`src/rtl/vend_pkg.sv`:
```
// Shared definitions for the vending sequencer: coin codes, coin values,
// FSM state encoding and default pricing/timeout parameters.
package vend_pkg;

  localparam logic [1:0] COIN_5  = 2'b00;
  localparam logic [1:0] COIN_10 = 2'b01;

  localparam logic [3:0] VAL_5  = 4'd5;
  localparam logic [3:0] VAL_10 = 4'd10;

  localparam int DEFAULT_PRICE   = 15;
  localparam int DEFAULT_TIMEOUT = 255;

  typedef enum logic [1:0] {
    S_IDLE     = 2'd0,
    S_COLLECT  = 2'd1,
    S_DISPENSE = 2'd2,
    S_RETURN   = 2'd3
  } state_t;

  // Credit value of a coin code; invalid codes are worth nothing.
  function automatic logic [3:0] coin_value(input logic [1:0] code);
    logic [3:0] val;
    case (code)
      COIN_5:  val = VAL_5;
      COIN_10: val = VAL_10;
      default: val = 4'd0;
    endcase
    return val;
  endfunction

  // True for coin codes the machine accepts.
  function automatic logic coin_code_ok(input logic [1:0] code);
    return (code == COIN_5) || (code == COIN_10);
  endfunction

endpackage

```
`src/rtl/vend_timeout_counter.sv`:
```
// Dispenser-ack watchdog: counts enabled cycles since the last clear and
// flags the cycle that completes TIMEOUT consecutive enabled cycles.
module vend_timeout_counter #(
  parameter int TIMEOUT = 255
) (
  input  logic clk,
  input  logic rst,
  input  logic clear,
  input  logic enable,
  output logic expire
);

  localparam int CNT_W = (TIMEOUT < 2) ? 1 : $clog2(TIMEOUT + 1);

  logic [CNT_W-1:0] count_q;
  logic [CNT_W-1:0] count_d;

  // The count equals the number of enabled cycles already completed, so the
  // TIMEOUT-th enabled cycle sees TIMEOUT-1 here.
  assign expire = enable && (count_q == CNT_W'(TIMEOUT - 1));

  // Next count: clear wins, otherwise advance while enabled and not expiring.
  always_comb begin
    count_d = count_q;
    if (clear) begin
      count_d = '0;
    end else if (enable && !expire) begin
      count_d = count_q + CNT_W'(1);
    end
  end

  // Counter register with asynchronous active-low reset.
  always_ff @(posedge clk or negedge rst) begin
    if (!rst) begin
      count_q <= '0;
    end else begin
      count_q <= count_d;
    end
  end

endmodule

```
`src/rtl/vend_sequencer.sv`:
```
// Vending sequencer: collects 5/10 unit coins, requests a dispense once the
// price is reached, returns change or a refund, and flags dispenser timeouts.
module vend_sequencer
  import vend_pkg::*;
#(
  parameter int PRICE    = DEFAULT_PRICE,
  parameter int TIMEOUT  = DEFAULT_TIMEOUT,
  parameter int CREDIT_W = 5
) (
  input  logic                clk,
  input  logic                rst,
  input  logic                coin_valid,
  input  logic [1:0]          coin_val,
  input  logic                cancel,
  input  logic                disp_ack,
  output logic                disp_req,
  output logic                change_req,
  output logic [CREDIT_W-1:0] change_amt,
  output logic                coin_reject,
  output logic                busy,
  output logic                fault
);

  localparam logic [CREDIT_W-1:0] PRICE_C = CREDIT_W'(PRICE);

  state_t              state_q, state_d;
  logic [CREDIT_W-1:0] credit_q, credit_d;
  logic                disp_req_q, disp_req_d;
  logic                change_req_q, change_req_d;
  logic [CREDIT_W-1:0] change_amt_q, change_amt_d;
  logic                coin_reject_q, coin_reject_d;
  logic                busy_q, busy_d;
  logic                fault_q, fault_d;

  logic                coin_ok;
  logic [CREDIT_W-1:0] credit_sum;
  logic                tmo_clear;
  logic                tmo_enable;
  logic                tmo_expire;

  assign coin_ok    = coin_valid && coin_code_ok(coin_val);
  assign credit_sum = credit_q + CREDIT_W'(coin_value(coin_val));
  assign tmo_enable = (state_q == S_DISPENSE) && !disp_ack;

  vend_timeout_counter #(
    .TIMEOUT(TIMEOUT)
  ) u_timeout (
    .clk    (clk),
    .rst    (rst),
    .clear  (tmo_clear),
    .enable (tmo_enable),
    .expire (tmo_expire)
  );

  // Next-state and next-output logic; pulse outputs default low every cycle.
  always_comb begin
    state_d       = state_q;
    credit_d      = credit_q;
    disp_req_d    = 1'b0;
    change_req_d  = 1'b0;
    change_amt_d  = '0;
    coin_reject_d = 1'b0;
    fault_d       = fault_q;

    case (state_q)
      S_IDLE: begin
        if (coin_ok) begin
          credit_d = credit_sum;
          if (credit_sum >= PRICE_C) begin
            state_d    = S_DISPENSE;
            disp_req_d = 1'b1;
          end else begin
            state_d = S_COLLECT;
          end
        end
      end

      S_COLLECT: begin
        if (coin_ok) begin
          credit_d = credit_sum;
          if (credit_sum >= PRICE_C) begin
            state_d    = S_DISPENSE;
            disp_req_d = 1'b1;
          end else if (cancel) begin
            state_d      = S_RETURN;
            change_req_d = 1'b1;
            change_amt_d = credit_sum;
          end
        end else if (cancel) begin
          state_d      = S_RETURN;
          change_req_d = 1'b1;
          change_amt_d = credit_q;
        end
      end

      S_DISPENSE: begin
        coin_reject_d = coin_ok;
        if (disp_ack) begin
          if (credit_q > PRICE_C) begin
            state_d      = S_RETURN;
            change_req_d = 1'b1;
            change_amt_d = credit_q - PRICE_C;
          end else begin
            state_d  = S_IDLE;
            credit_d = '0;
          end
        end else if (tmo_expire) begin
          state_d      = S_RETURN;
          fault_d      = 1'b1;
          change_req_d = 1'b1;
          change_amt_d = credit_q;
        end else begin
          disp_req_d = 1'b1;
        end
      end

      S_RETURN: begin
        coin_reject_d = coin_ok;
        state_d       = S_IDLE;
        credit_d      = '0;
      end

      default: begin
        state_d  = S_IDLE;
        credit_d = '0;
      end
    endcase

    busy_d    = (state_d != S_IDLE);
    tmo_clear = (state_d == S_DISPENSE) && (state_q != S_DISPENSE);
  end

  // State, credit and registered outputs with asynchronous active-low reset.
  always_ff @(posedge clk or negedge rst) begin
    if (!rst) begin
      state_q       <= S_IDLE;
      credit_q      <= '0;
      disp_req_q    <= 1'b0;
      change_req_q  <= 1'b0;
      change_amt_q  <= '0;
      coin_reject_q <= 1'b0;
      busy_q        <= 1'b0;
      fault_q       <= 1'b0;
    end else begin
      state_q       <= state_d;
      credit_q      <= credit_d;
      disp_req_q    <= disp_req_d;
      change_req_q  <= change_req_d;
      change_amt_q  <= change_amt_d;
      coin_reject_q <= coin_reject_d;
      busy_q        <= busy_d;
      fault_q       <= fault_d;
    end
  end

  assign disp_req    = disp_req_q;
  assign change_req  = change_req_q;
  assign change_amt  = change_amt_q;
  assign coin_reject = coin_reject_q;
  assign busy        = busy_q;
  assign fault       = fault_q;

endmodule

```
`config.mk`:
```
export PLATFORM = sky130hd
export DESIGN_NAME = vend_sequencer
export DESIGN_NICKNAME = d
export VERILOG_FILES = /design/src/rtl/vend_pkg.sv /design/src/rtl/vend_timeout_counter.sv /design/src/rtl/vend_sequencer.sv
export SDC_FILE = /design/constraint.sdc
export NUM_CORES = 1
export LEC_CHECK = 0
export CAP_MARGIN = 30
export CORE_ASPECT_RATIO = 0.5
export CORE_MARGIN = 10
export CORE_UTILIZATION = 60
export DETAILED_ROUTE_END_ITERATION = 8
export HOLD_SLACK_MARGIN = 0.03
export PLACE_DENSITY = 0.84
export SLEW_MARGIN = 20
export SYNTH_ARGS = -nofsm -noshare
export SYNTH_HDL_FRONTEND = slang
export SYNTH_SLANG_ARGS = --single-unit
```
`constraint.sdc`:
```
create_clock -name clk -period 7.35 [get_ports clk]
set_input_delay 1.8375 -clock clk [delete_from_list [all_inputs] [get_ports clk]]
set_output_delay 1.8375 -clock clk [all_outputs]
set_load 0.01 [all_outputs]
```
==> flow_metrics.tcl, run 1 <==
set metrics [dict create \
    outcome "complete, no violations" \
    ys_seq_area_frac 0.3765 \
    route.final.wire_length_microns 3660 \
    die_h_microns 57.21 \
    dr.first_iter.drc_count 56 \
    seqCellArea_sq_um 625.6 \
    antenna_left 0 \
    multi_input_area_sq_um 965.9 \
    setup_slack_ps 2806 \
    finalCritPeriodShare 0.6182 \
    htreeDepth 1 \
    vias 1343 \
    fillers 202 \
    overflow 0 \
    avgSynthCellArea_sq_um 9.231 \
    start_util 0.6345 \
    ys_ff_latch 25 \
    rsz0062_at_grt "no" \
    wl_per_cell_microns 15.84 \
    required_ps 7480 \
    start_kind "input pin" \
    cts_tree "yes" \
    worst-path-stages 11 \
    ctsHoldBuffers 0 \
    synthesis.nets 197 \
    viasPerCell 5.814 \
    coreArea_sq_um 2619 \
    worst_slew_pin_slew_ps 789.3 \
    crit_chain "clkdlybuf4s50_1 > nor2_1 > and2_1 > ha_1 > nor3_1 > or4_4 > a21o_1 > o311ai_4 > a31o_1 > nor4b_4 > a211oi_1" \
    r2r-start "credit_q[1]" \
    p_leak_uw 0.0007875 \
    holdPathStages 1 \
    cts_setup_buffers 0 \
    r2r-end "u_timeout.count_q[1]" \
    worstHoldStart "fault" \
    cp_data_arrival_time_ps 4670 \
    slew_headroom 0.4727 \
    maxCapViolations 0 \
    synth_cell_type_count 51 \
    end_kind "register" \
    clk_path_buf_depth 2 \
    dr.pass1.iters 4 \
    finalNetCount 212 \
    drive_above_1_share 0.07732 \
    grt_start_max_net_pins 16 \
    boundaryPins 17 \
    min_path_type "reg2reg" \
    cts_root_buf "clkbuf_8" \
    netlist_area_sq_um 1662 \
    rr_worst_depth 9 \
    setup_viol 0 \
    critPathBufInv 1 \
    die_x_microns 94.42 \
    place.gp.congestion 0.8955 \
    cts_resized 0 \
    regToRegSetupSlack_ps 4510 \
    max_stage_delay_ps 550 \
    slowest_stage "clkdlybuf4s50_1" \
    yosysTopAreaCell "dfrtp_1" \
    io_buffers 16 \
    ir_drop_v 0.0002097 \
    crit_fanout 9 \
    synthCells 180 \
    final.min_clock_period_ps 4544 \
    place_ws_ps 2538 \
    numCtsBuffers 3 \
    num_antenna_cells 0 \
    syn_to_final_growth_pct 13.86 \
    hold_end "fault" \
    grt_use_total 0.1427 \
    tns_ps 0 \
    fin_worst_skew_ps 2.086 \
    worstSetupPathType "in2reg" \
    clock_latency_ps 270 \
    clkTransAtPathRegs_ps 90 \
    drcViolationCount 0 \
    yosys_warnings 0 \
    placed_area_sq_um 1843 \
    clock-sinks 25 \
    die_area_sq_um 5402 \
    max_freq_ghz 0.2201 \
    power.density_nw_per_um2 336.3 \
    fin_util 0.7224 \
    hold_viol 0 \
    slew_violations 0 \
    rows 13 \
    grt_pass1_wl_microns 6361 \
    netlist_top_cells_area "dfrtp_1 38%, ha_1 7.5%, nor2_1 4.7%, o21ai_0 4.5%, xnor2_1 3.7%" \
    hpwl_microns 2754 \
    synth_top_area_share 0.3765 \
    critPathTopFamily "simple AND/OR/NAND/NOR gates" \
    antenna_found_initial 0 \
    grt_pass1_vias 1311 \
    fin_area_sq_um 1892 \
]
[cell usage in the layout (no fill, tap or decap), types with 2 or more instances in the layout]
master / instances
dfrtp_1: 25
nor2_1: 21
clkdlybuf4s50_1: 16
o21ai_0: 15
nand2_1: 15
ha_1: 10
xnor2_1: 7
inv_1: 6
xor2_1: 6
and2_1: 5
nand4_1: 4
nand3_1: 4
nor2b_1: 4
nor3_1: 4
a211oi_1: 3
a21oi_1: 3
o22ai_1: 3
clkbuf_8: 3
nand2b_1: 2
o31ai_2: 2
o21a_1: 2
nor3b_1: 2
a21boi_1: 2
a22o_1: 2
[how the worst max path moves through the flow]
stage / to / from / slack [ps]
after floorplan: u_timeout.count_q[1] / coin_val[0] / 3270
after global placement: u_timeout.count_q[1] / coin_val[0] / 2640
after detailed placement: u_timeout.count_q[1] / coin_val[0] / 2540
after CTS: u_timeout.count_q[1] / coin_val[0] / 2820
after global routing: u_timeout.count_q[1] / coin_val[0] / 2570
final: u_timeout.count_q[1] / coin_val[0] / 2810
[metrics by stage]
stage / hold slack (ps) / power, uW / std cells
after floorplan: 509.6 / 464.4 / 180
after global placement: 453.8 / 540.3 / 226
after detailed placement: 466.5 / 548.7 / 227
after CTS: 493.1 / 633.8 / 231
after global routing: 512.3 / 686.2 / 231
final: 488.4 / 636.1 / 231
[area by class of cell]
class                           instances  share of cell area
Timing Repair Buffer                   18             0.09656
Multi-Input combinational cell        141              0.5106
Tap cell                               37             0.02447
Clock inverter                          1            0.003968
Clock buffer                            3             0.02183
Inverter                                6             0.01190
Sequential cell                        25              0.3307
[layer usage]
| layer | wire (microns) | GRT usage |
|---|---|---|
| met1 | 1725 | 0.1951 |
| met2 | 1663 | 0.2257 |
| met3 | 253 | 0.03781 |
| met4 | 17 | 0.01720 |
| met5 | 0 | 0 |
[cells by family after synthesis]
kind of cell	after synthesis	synth area share
buffers and inverters	14	0.04216
DFF	25	0.3765
xor gates and xnor gates	13	0.06852
adders and majority gates	10	0.07530
AOI/OAI and AO/OA	47	0.2093
and+or+nand+nor	71	0.2282
[Yosys cell counts (all sizes together)]
master / number
nor3b: 2
a41oi: 1
a22o: 2
a21o: 1
xnor2: 7
or2: 2
a32oi: 1
or3: 1
nand2: 15
o311ai: 1
o21a: 2
a211oi: 3
nor4b: 2
nand2b: 2
o22ai: 3
xor2: 6
a31o: 1
a21boi: 3
nor3: 4
and2: 5
clkbuf: 3
ha: 10
nor2b: 4
or4: 2
a311o: 1
a2111o: 1
buf: 5
o21ai: 16
o31ai: 2
and3: 1
dfrtp: 25
a22oi: 1
inv: 6
nand4: 4
nand3: 5
a2bb2oi: 1
a222oi: 1
nor2: 21
a21oi: 4
or3b: 1
o32ai: 1
a31oi: 1
[power breakdown]
| part | internal, uW | total [uW] | switching (uW) |
|---|---|---|---|
| Sequential | 172 | 225 | 53.5 |
| Clock | 38.4 | 84.4 | 46.0 |
| Combinational | 144 | 327 | 183 |
[registers in the layout, summed over array words and instances, names as in the netlist]
signal             cells
busy                   1
credit_q               5
state_q                2
u_timeout.count_q      8
change_amt             5
disp_req               1
change_req             1
coin_reject            1
fault                  1
Power figures use the tool's default switching activity.
==> run 2, diff against run 1 <==
--- a/config.mk
+++ b/config.mk
@@ -8,10 +8,10 @@
 export CAP_MARGIN = 30
 export CORE_ASPECT_RATIO = 0.5
 export CORE_MARGIN = 10
-export CORE_UTILIZATION = 60
+export CORE_UTILIZATION = 56
 export DETAILED_ROUTE_END_ITERATION = 8
 export HOLD_SLACK_MARGIN = 0.03
-export PLACE_DENSITY = 0.84
+export PLACE_DENSITY = 0.79
 export SLEW_MARGIN = 20
 export SYNTH_ARGS = -nofsm -noshare
 export SYNTH_HDL_FRONTEND = slang
==> constraint.sdc (replaced) <==
create_clock -name clk -period 4.2 [get_ports clk]
set_input_delay 1.05 -clock clk [delete_from_list [all_inputs] [get_ports clk]]
set_output_delay 1.05 -clock clk [all_outputs]
set_load 0.01 [all_outputs]
==> run 2 against run 1 <==
  * Hold slack worse by 11 ps
  * Count of clock-buffer cells in the layout unchanged
  * Final area shrank 0.26%
  * Clock skew rose by 5.3 ps
  * Critical endpoint is now u_timeout.count_q[2]
  * Via count increased by 2.3%
==> flow_metrics.tcl, run 2 (synthesis results as in run 1) <==
set metrics [dict create \
    route.final.wire_length_microns 3708 \
    min_path_type "reg2reg" \
    p_leak_uw 0.0007897 \
    drive_above_1_share 0.08718 \
    slew_violations 0 \
    grt_use_total 0.1331 \
    clock-sinks 25 \
    required_ps 4350 \
    hpwl_microns 2799 \
    slew_headroom 0.5204 \
    num_antenna_cells 0 \
    holdPathStages 1 \
    clkTransAtPathRegs_ps 90 \
    antenna_found_initial 0 \
    ir_drop_v 0.0003585 \
    layout_common_cells "25 x dfrtp_1, 21 x nor2_1, 15 x o21ai_0, 15 x nand2_1, 15 x clkdlybuf4s50_1" \
    dr.pass1.iters 4 \
    max_stage_delay_ps 510 \
    finalNetCount 213 \
    end_kind "register" \
    die_h_microns 58.52 \
    regToRegSetupSlack_ps 1320 \
    boundaryPins 17 \
    fin_worst_skew_ps 7.426 \
    cp_data_arrival_time_ps 3860 \
    numCtsBuffers 3 \
    dr.first_iter.drc_count 100 \
    io_buffers 16 \
    worstHoldStart "fault" \
    clk_path_buf_depth 2 \
    worstSetupPathType "in2reg" \
    viasPerCell 5.922 \
    overflow 0 \
    grt_pass1_vias 1301 \
    outcome "complete, no violations" \
    cts_root_buf "clkbuf_8" \
    cts_tree "yes" \
    start_util 0.6117 \
    hold_end "fault" \
    place.gp.congestion 0.8950 \
    fin_total_pwr_uw 1119 \
    vias 1374 \
    crit_chain "clkdlybuf4s50_1 > nor2_1 > and2_1 > ha_1 > nor3_1 > or4_4 > a21o_1 > o311ai_4 > a31o_1 > nor4b_4 > nor2_1" \
    largest_register_ff_count 8 \
    drcViolationCount 0 \
    maxCapViolations 0 \
    grt_pass1_wl_microns 6306 \
    rows 13 \
    rr_worst_depth 9 \
    max_freq_ghz 0.2699 \
    final.min_clock_period_ps 3705 \
    ctsHoldBuffers 0 \
    critPathMostFrequentCell "nor2_1" \
    cts_setup_buffers 0 \
    power.density_nw_per_um2 592.9 \
    clock_latency_ps 280 \
    start_kind "input pin" \
    hold_viol 0 \
    worst_slew_pin_slew_ps 718.0 \
    antenna_left 0 \
    finalCritPeriodShare 0.8822 \
    r2r-start "credit_q[0]" \
    wl_per_cell_microns 15.98 \
    final_common_cell "dfrtp_1" \
    htreeDepth 1 \
    tns_ps 0 \
    r2r-end "u_timeout.count_q[2]" \
    crit_fanout 8 \
    die_area_sq_um 5678 \
    slowest_stage "or4_4" \
    top_register "u_timeout.count_q" \
    coreArea_sq_um 2716 \
    syn_to_final_growth_pct 13.55 \
    die_x_microns 97.04 \
    rsz0062_at_grt "no" \
    cts_resized 0 \
    grt_start_max_net_pins 26 \
    setup_viol 0 \
]
[run 2: cell count changes in the layout (fill, tap and decap cells not counted), sizes merged]
cell,previous run,this run
buf,2,4
clkdlybuf4s50,16,15
[run 2: layout make-up]
| class | count | area [sq um] |
|---|---|---|
| Multi-Input combinational cell | 141 | 965.9 |
| Fill cell | 203 | 829.5 |
| Sequential cell | 25 | 625.6 |
| Timing Repair Buffer | 19 | 177.7 |
| Tap cell | 37 | 46.29 |
| Clock buffer | 3 | 41.29 |
| Inverter | 6 | 22.52 |
| Clock inverter | 1 | 7.507 |
[run 2: metrics by stage]
step                utilization  hold WS (ps)  std cells  area (sq um)  setup WS [ps]
floorplan                     -         509.6        180          1662          912.3
global placement         0.6785         453.9        228          1843          318.9
detailed placement       0.6766         455.0        228          1838          209.6
CTS                      0.6946         481.9        232          1887          491.3
global route             0.6946         501.1        232          1887          302.0
finish                   0.6946         477.3        232          1887          494.6
[run 2: worst max-delay path: cells and delay by family]
family	cells	cell delay [ps]
simple gates	6	1520
fa+ha+maj	1	240
buf+inv	1	500
compound gates	3	550
[run 2: report_power, final]
part	total (uW)	internal (uW)	switching, uW	leakage, uW
Clock	154	67.5	86.6	0.0000217
Combinational	567	250	318	0.000433
Sequential	397	300	96.7	0.000335
[run 2: how the worst max path moves through the flow]
stage	slack, ps	to	cells after the start	from
floorplan	910	u_timeout.count_q[1]	11	coin_val[0]
global placement	320	u_timeout.count_q[1]	11	coin_val[1]
detailed placement	210	u_timeout.count_q[1]	11	coin_val[1]
CTS	490	u_timeout.count_q[1]	11	coin_val[1]
global route	300	u_timeout.count_q[1]	11	coin_val[1]
finish	490	u_timeout.count_q[2]	11	coin_val[1]
[run 2: layer usage]
| layer | up-vias | wire length (microns) | track usage |
|---|---|---|---|
| met5 | - | 0 | 0 |
| li1 | 673 | - | - |
| met4 | 0 | 14 | 0.02714 |
| met1 | 667 | 1870 | 0.1719 |
| met3 | 2 | 215 | 0.04307 |
| met2 | 32 | 1607 | 0.2140 |
==> run 3, diff against run 2 <==
--- a/config.mk
+++ b/config.mk
@@ -12,6 +12,7 @@
 export DETAILED_ROUTE_END_ITERATION = 8
 export HOLD_SLACK_MARGIN = 0.03
 export PLACE_DENSITY = 0.79
+export RECOVER_POWER = 100
 export SLEW_MARGIN = 20
 export SYNTH_ARGS = -nofsm -noshare
 export SYNTH_HDL_FRONTEND = slang
==> run 3 against run 2 <==
  * Highest routed layer unchanged
  * Sequential share of layout area up 0.18 points
  * Maximum frequency down 4.2%
  * Hold slack lost 7.6 ps
  * Count of clock-buffer cells in the layout unchanged
  * Total power fell by 1.6%
  * Clock skew up 1.4 ps
  * First-iteration DRC count is 23% lower
  * Flip-flop and latch count stayed put
  * Routed wire length fell by 0.51%
  * Global-route usage unchanged
==> flow_metrics.tcl, run 3 (synthesis results as in run 1) <==
set metrics [dict create \
    worstHoldStart "fault" \
    holdPathStages 1 \
    largest_register_ff_count 8 \
    syn_to_final_growth_pct 12.95 \
    fillers 207 \
    fin_worst_skew_ps 8.813 \
    drive_above_1_share 0.07179 \
    grt_pass1_vias 1301 \
    layout_common_cells "25 x dfrtp_1, 21 x nor2_1, 16 x o21ai_0, 15 x nand2_1, 12 x dlygate4sd3_1" \
    htreeDepth 1 \
    tns_ps 0 \
    rsz0062_at_grt "no" \
    viasPerCell 5.802 \
    cts_resized 0 \
    cts_root_buf "clkbuf_8" \
    r2r-start "credit_q[0]" \
    rows 13 \
    antenna_found_initial 0 \
    route.final.wire_length_microns 3689 \
    hold_viol 0 \
    slew_headroom 0.09745 \
    grt_start_max_net_pins 26 \
    r2r-end "change_amt[2]" \
    end_kind "register" \
    antenna_left 0 \
    dr.first_iter.drc_count 77 \
    die_h_microns 58.52 \
    start_util 0.6117 \
    grt_pass1_wl_microns 6306 \
    ir_drop_v 0.0003549 \
    power.density_nw_per_um2 586.4 \
    overflow 0 \
    outcome "complete, no violations" \
    p_leak_uw 0.0008100 \
    vias 1346 \
    clk_path_buf_depth 2 \
    cts_setup_buffers 0 \
    place_ws_ps 209.6 \
    grt_use_total 0.1331 \
    final.min_clock_period_ps 3869 \
    coreArea_sq_um 2716 \
    dr.pass1.iters 4 \
    slew_violations 0 \
    min_path_type "reg2reg" \
    setup_slack_ps 331.4 \
    start_kind "input pin" \
    setup_viol 0 \
    regToRegSetupSlack_ps 1290 \
    max_freq_ghz 0.2585 \
    place.gp.congestion 0.8950 \
    numCtsBuffers 3 \
    drcViolationCount 0 \
    rr_worst_depth 9 \
    clock_latency_ps 280 \
    top_register "u_timeout.count_q" \
    cts_tree "yes" \
    crit_fanout 6 \
    hpwl_microns 2799 \
    hold_end "fault" \
    worstSetupPathType "in2reg" \
    wl_per_cell_microns 15.90 \
    ctsHoldBuffers 0 \
    final_common_cell "dfrtp_1" \
    die_area_sq_um 5678 \
    cp_data_arrival_time_ps 4060 \
    boundaryPins 17 \
    finalNetCount 213 \
    num_antenna_cells 0 \
    maxCapViolations 0 \
    die_x_microns 97.04 \
    required_ps 4390 \
    worst_slew_pin_slew_ps 1354 \
    finalCritPeriodShare 0.9211 \
    clock-sinks 25 \
    clkTransAtPathRegs_ps 100 \
    io_buffers 16 \
]
## run 3: cell count changes in the layout (fill, tap and decap cells not counted), sizes merged
cell and delta:
clkbuf +1, buf -1, clkdlybuf4s50 -12, dlygate4sd3 +12
## run 3: worst max-delay path by stage
| stage | from | endpoint | slack, ps | cells after the start |
|---|---|---|---|---|
| global placement | coin_val[1] | u_timeout.count_q[1] | 320 | 11 |
| detailed placement | coin_val[1] | u_timeout.count_q[1] | 210 | 11 |
| CTS | coin_val[1] | u_timeout.count_q[1] | 490 | 11 |
| floorplan | coin_val[0] | u_timeout.count_q[1] | 910 | 11 |
| global route | coin_val[1] | u_timeout.count_q[1] | 170 | 11 |
| finish | coin_val[1] | change_amt[2] | 330 | 11 |
## run 3: worst max-delay path: stages
cell and delay [ps]:
dlygate4sd3_1 620, nor2_1 230, and2_0 170, ha_1 240, nor3_1 60, or4_1 510
nand3_1 170, o311ai_4 160, and2_0 260, a2111o_1 400, a21boi_0 190
## run 3: per-layer routing
| metal | global-route usage | up-vias | wire length, microns |
|---|---|---|---|
| met2 | 0.2140 | 33 | 1645 |
| met5 | 0 | - | 0 |
| met3 | 0.04307 | 2 | 246 |
| li1 | - | 672 | - |
| met1 | 0.1719 | 639 | 1782 |
| met4 | 0.02714 | 0 | 15 |
## run 3: cell type report
cell class / count / area, sq um / share of cell area
sequential: 25 / 625.6 / 0.3333
clock inverter: 1 / 7.507 / 0.004000
timing repair buffer: 19 / 176.4 / 0.09400
tap: 37 / 46.29 / 0.02467
clock buffer: 3 / 41.29 / 0.02200
inverter: 6 / 22.52 / 0.01200
multi-input combinational: 141 / 957.2 / 0.5100
## run 3: stage by stage
step           instance area [sq um]  hold WS (ps)    util  power, uW  cells
6_report                        1877         469.8  0.6909       1101    232
5_1_grt                         1877         496.2  0.6909       1194    232
4_1_cts                         1887         481.9  0.6946       1114    232
3_5_place_dp                    1838         455.0  0.6766      963.7    228
3_3_place_gp                    1843         453.9  0.6785      952.0    228
2_1_floorplan                   1662         509.6       -      812.8    180
## run 3: where the power goes
part	total [uW]	leakage, uW	switching (uW)	internal (uW)
registers	393	0.000335	93.2	300
clock network	153	0.0000217	85.6	67.5
logic	554	0.000454	315	239
